$ cat src/rtl/ofdm_subcarrier_demapper.sv
// Streams FFT-shifted bins through a programmable keep-mask, emitting data subcarriers only.
// Optional OFDM_DEMAP_BIN_INDEX_EN adds o_tuser carrying the source bin index of each beat.
module ofdm_subcarrier_demapper #(
  parameter int FFT_SIZE = 64,
  parameter int WIDTH = 32,
  parameter logic [FFT_SIZE-1:0] DEFAULT_MASK = 64'h07DF_FF7E_FDFF_F7C0,
  localparam int IDX_W = $clog2(FFT_SIZE)
) (
  input  logic             ce_clk,
  input  logic             ce_rst,
  input  logic [WIDTH-1:0] i_tdata,
  input  logic             i_tlast,
  input  logic             i_tvalid,
  output logic             i_tready,
  output logic [WIDTH-1:0] o_tdata,
  output logic             o_tlast,
  output logic             o_tvalid,
`ifdef OFDM_DEMAP_BIN_INDEX_EN
  output logic [IDX_W-1:0] o_tuser,
`endif
  input  logic             o_tready,
  input  logic             cfg_wr,
  input  logic [IDX_W-1:0] cfg_addr,
  input  logic             cfg_data,
  output logic             err_short,
  output logic             err_long,
  output logic [15:0]      sym_count
);

  localparam logic [IDX_W-1:0] IDX_MAX = IDX_W'(FFT_SIZE - 1);
  localparam logic [IDX_W-1:0] IDX_ONE = IDX_W'(1);

  // Highest set bit of a mask; an all-zero mask yields 0, which is harmless
  // because bin 0 is then never kept.
  function automatic logic [IDX_W-1:0] highest_bit(input logic [FFT_SIZE-1:0] m);
    logic [IDX_W-1:0] r;
    r = '0;
    for (int k = 0; k < FFT_SIZE; k++) begin
      if (m[k]) r = k[IDX_W-1:0];
    end
    return r;
  endfunction

  localparam logic [IDX_W-1:0] DEFAULT_LAST = highest_bit(DEFAULT_MASK);

  logic [IDX_W-1:0]    idx;
  logic [FFT_SIZE-1:0] shadow_mask;
  logic [FFT_SIZE-1:0] active_mask;
  logic [IDX_W-1:0]    last_keep;

  logic                hs;
  logic                at_first;
  logic                at_end;
  logic [FFT_SIZE-1:0] shadow_byp;
  logic [FFT_SIZE-1:0] cur_mask;
  logic [IDX_W-1:0]    byp_last;
  logic [IDX_W-1:0]    cur_last;
  logic                keep;
  logic                short_end;
  logic                emit;
  logic                tlast_nxt;

  assign i_tready = !o_tvalid || o_tready;
  assign hs       = i_tvalid && i_tready;
  assign at_first = (idx == '0);
  assign at_end   = (idx == IDX_MAX);

  // A write landing with bin 0 must reach the mask copied for this symbol.
  always_comb begin
    shadow_byp = shadow_mask;
    if (cfg_wr) shadow_byp[cfg_addr] = cfg_data;
  end

  assign byp_last = highest_bit(shadow_byp);
  assign cur_mask = at_first ? shadow_byp : active_mask;
  assign cur_last = at_first ? byp_last : last_keep;

  assign keep      = cur_mask[idx];
  assign short_end = i_tlast && !at_end;
  assign emit      = keep || short_end;
  assign tlast_nxt = short_end || (keep && (idx == cur_last));

  always_ff @(posedge ce_clk or negedge ce_rst) begin
    if (!ce_rst) begin
      shadow_mask <= DEFAULT_MASK;
      active_mask <= DEFAULT_MASK;
      last_keep   <= DEFAULT_LAST;
    end else begin
      shadow_mask <= shadow_byp;
      if (hs && at_first) begin
        active_mask <= shadow_byp;
        last_keep   <= byp_last;
      end
    end
  end

  always_ff @(posedge ce_clk or negedge ce_rst) begin
    if (!ce_rst) begin
      idx       <= '0;
      err_short <= 1'b0;
      err_long  <= 1'b0;
      sym_count <= 16'd0;
    end else begin
      err_short <= hs && short_end;
      err_long  <= hs && at_end && !i_tlast;
      if (hs) begin
        if (i_tlast || at_end) begin
          idx       <= '0;
          sym_count <= sym_count + 16'd1;
        end else begin
          idx <= idx + IDX_ONE;
        end
      end
    end
  end

  always_ff @(posedge ce_clk or negedge ce_rst) begin
    if (!ce_rst) begin
      o_tvalid <= 1'b0;
      o_tdata  <= '0;
      o_tlast  <= 1'b0;
    end else if (i_tready) begin
      o_tvalid <= hs && emit;
      if (hs && emit) begin
        o_tdata <= i_tdata;
        o_tlast <= tlast_nxt;
      end
    end
  end

`ifdef OFDM_DEMAP_BIN_INDEX_EN
  always_ff @(posedge ce_clk or negedge ce_rst) begin
    if (!ce_rst) begin
      o_tuser <= '0;
    end else if (hs && emit && i_tready) begin
      o_tuser <= idx;
    end
  end
`endif

endmodule

$ cat config.mk
export PLATFORM = sky130hd
export DESIGN_NAME = ofdm_subcarrier_demapper
export DESIGN_NICKNAME = d
export VERILOG_FILES = /design/src/rtl/ofdm_subcarrier_demapper.sv
export SDC_FILE = /design/constraint.sdc
export NUM_CORES = 1
export LEC_CHECK = 0
export BUFFER_PORTS_ARGS = -buffer_cell sky130_fd_sc_hd__buf_2
export CORE_ASPECT_RATIO = 1.25
export CORE_UTILIZATION = 45
export CTS_CLUSTER_SIZE = 10
export DETAILED_ROUTE_END_ITERATION = 16
export PLACE_DENSITY = 0.65
export RECOVER_POWER = 50
export SYNTH_ARGS = -nofsm -noshare
export SYNTH_HDL_FRONTEND = slang
export SYNTH_SLANG_ARGS = --single-unit
$ cat constraint.sdc
create_clock -name ce_clk -period 3.8 [get_ports ce_clk]
set_input_delay 0.38 -clock ce_clk [delete_from_list [all_inputs] [get_ports ce_clk]]
set_output_delay 0.38 -clock ce_clk [all_outputs]
set_load 0.05 [all_outputs]
==> run metrics <==
hold depth=2; Die ar.=26300 sq um; status=complete, but fails checks; Starting Density=45.8%; largest net degree at the start of global routing=about 110; 1st-pass router iterations=5; row cnt=65; Root Driver=clkbuf_16; failing checks=capacitance limit, slew limit; fraction of registers with async set/reset=100%; synthesized cell area=11500 sq um; fraction of layout cells with a size suffix above 1=28.0%; Mapped Nets=roughly 1300; P_leak=roughly 6 nW; Synth warnings=0; core box area=approximately 25000 sq um; skew final=0.0170 ns; Fmax=273 MHz; vias per cell=6.28; I/O pin cnt=a little under 100; Antenna Violating Nets Remaining=0; clock transition at the registers of the reported paths=0.08 ns; port bufs=97; clock buffer depth=2; detailed placer's ending HPWL=between 20000 and 30000 microns; syn_area_per_cell=about 9.0 sq um; final instance area=13600 sq um; Fin. Hold Viols=0; number of global-route vias before repair=10700; DR iter-0 viols=roughly 990; Tmin final=~3.7 ns; sequential element share of the synthesized area=a little over two fifths; CTS tree=yes; unrepaired setup endpoints after global routing=no; worst hold path class=in -> reg; nets@finish=~1500; Util after Layout=a little over half; Slew Limit Fails=approximately 110; Critical Path Sink Type=flip-flop; Vias=roughly 11000; crit path kind=reg -> reg; Syn-to-layout area delta=17.8%; final setup fails=0; global-route wire length before repair=around 62000 microns; CP required=approximately 4.1 ns; antenna fix cells=0; Max rail drop VDD=between 400 and 500 uV; Post-route DRC=0; TritonCTS buffer count=17; max-cap violation count=1; Reg2Reg Depth=14; TNS Setup=0 ns; pwr dens=about 750 nW/um^2; initial antenna violation count=0; Slew @ Worst Pin=approximately 2.7 ns; GRT Total Usage=around 31%; Die Y=about 180 microns; clock sinks=192; Mapped Cells=~1300; crit path from=idx[0]$_DFFE_PN0P_; gr ovfl total=0; Overall Power=10.2 mW; H-tree depth=4; GPL Wtd Cong=between 1 and 1.5; Cell variety after synth=around 90; routed len/inst=around 23 microns; launch point of the worst reg-to-reg path=idx[0]$_DFFE_PN0P_; fill count=2373; hold_ws=roughly 0.14 ns; worst hold start=i_tdata[18]; DP Area=13000 sq um; Synth Flop Type=dfstp_2; cts hold-fix bufs=0; Slew HR=-81.0%; Yosys reg bits=between 150 and 200; WL final=39700 microns; fin crit share=~96%; Critical Path Source Type=flip-flop; critical path peak fanout=16; Arrival @ worst endpoint=around 4.0 ns; Die Wd=between 100 and 150 microns; Clock Latency Late Sink=around 0.46 ns; Post-synth EDFFs=0; Post-CTS Setup Bufs=0
## logic make-up (layout without fill, tap and decap cells)
| kind of cell | Yosys count | count (layout) | synth area share (%) |
|---|---|---|---|
| buffers and inverters | 134 | 279 | 5.36 |
| xor gates and xnor gates | 19 | 19 | 1.44 |
| DFF | 192 | 192 | 42.7 |
| adders and majority gates | 3 | 3 | 0.325 |
| and+or+nand+nor | 476 | 476 | 21.3 |
| AOI/OAI and AO/OA | 383 | 383 | 21.7 |
| muxes | 71 | 71 | 7.13 |
## stage by stage
| stage | worst slack, ns | cells |
|---|---|---|
| 6_report | 0.140 | 1758 |
| 3_3_place_gp | -0.111 | 1725 |
| 3_5_place_dp | -0.106 | 1725 |
| 2_1_floorplan | 0.00685 | 1278 |
| 5_1_grt | 0.0191 | 1758 |
| 4_1_cts | 0.0548 | 1757 |
## registers in the layout, summed over array words and instances, names as in the netlist
signal	count
last_keep	6
o_tlast	1
err_long	1
sym_count	16
shadow_mask	64
o_tdata	32
active_mask	64
idx	6
err_short	1
o_tvalid	1
## per-layer routing
layer / GRT usage, % / share of wire [%] / vias to the layer above / wire [microns]
met3: 5.18 / 6.5 / 164 / 2600
met2: 50.0 / 48 / 511 / 19100
met5: 0 / 0 / - / 0
li1: - / - / 4976 / -
met1: 37.3 / 39 / 5391 / 15500
met4: 21.0 / 6.4 / 0 / 2530
## cell usage in the layout (no fill, tap or decap), types with 11 or more instances in the layout
master / n
nor3_1: 28
dfstp_2: 100
xnor2_1: 13
dfrtp_1: 92
nand3_1: 43
clkbuf_1: 18
clkbuf_16: 18
o31ai_1: 12
nand4_1: 11
o21ai_0: 101
mux2i_1: 26
a211oi_1: 22
buf_4: 99
mux2_2: 29
o22ai_1: 12
mux2_1: 11
a31oi_1: 50
inv_1: 32
and3_1: 14
nand2_1: 158
a21oi_1: 60
buf_2: 83
a311oi_1: 14
nor2_1: 101
o21a_1: 13
## where the power goes
group          internal (mW)  total, mW  switching, mW  leakage [nW]
combinational           1.77       4.91           3.14          3.35
clock                  0.971       1.91          0.942         0.299
sequential              2.98       3.40          0.428          2.20
## area by class of cell
class	instances	area (sq um)	share of cell area (%)
clock buffers	18	439	3.23
flip-flops and latches	192	4930	36.2
inverters	34	128	0.938
clock inverters	14	194	1.43
multi-input cells	952	6050	44.4
well taps	335	419	3.08
repair buffers	213	1450	10.7
## critical path, stage by stage (launching register included)
cell and delay, ns:
dfrtp_1 0.39, inv_2 0.06, ha_1 0.17, or4b_4 0.51, nor2_4 0.13, buf_4 0.24
nor2_1 0.07, a21o_1 0.15, mux4_2 0.51, o2111ai_2 0.32, buf_4 0.18, o211ai_2 0.09
nand2_2 0.17, clkbuf_16 0.21, mux2_2 0.34
## Yosys cell counts, drive strengths merged, types with 10 or more instances
cell type  number  area share [%]
o21a           13            0.85
clkbuf         52             1.7
a21oi          60             2.6
or2            10            0.54
buf            48             2.5
and3           14            0.76
nand3          43             1.9
inv            33             1.1
o211ai         11            0.76
mux2           40             3.9
nand2         161             5.2
mux2i          26             2.3
nor3           28             1.2
o22ai          12            0.65
nand4          12            0.78
dfstp         100              23
or3            10            0.54
a211oi         24             1.6
nor4           10            0.54
dfrtp          92              20
xnor2          13            0.99
o21ai         106             4.6
nor2          103             3.4
a311oi         15             1.1
o31ai          12            0.78
and2           11            0.60
nor2b          10            0.54
a31oi          50             2.7
## repair_timing
| action | 4_1_cts | 5_1_grt |
|---|---|---|
| cloned | 0 | 1 |
| setup endpoints to repair | 32 | 32 |
| resized for setup | 2 | 5 |
| pin swaps | 0 | 1 |
## path summary, 6_finish.rpt
check | to | slack, ns
max | o_tdata[31]$_DFFE_PN0P_ | 0.14
min | o_tdata[18]$_DFFE_PN0P_ | 0.14
min in group asynchronous | sym_count[8]$_DFFE_PN0P_ | 0.72
min reg2reg | active_mask[44]$_DFFE_PN1P_ | 0.46
max reg2reg | o_tdata[31]$_DFFE_PN0P_ | 0.14
max in group asynchronous | shadow_mask[32]$_DFF_PN0_ | 0.78
Note: power is estimated with default switching activity, not from simulation.
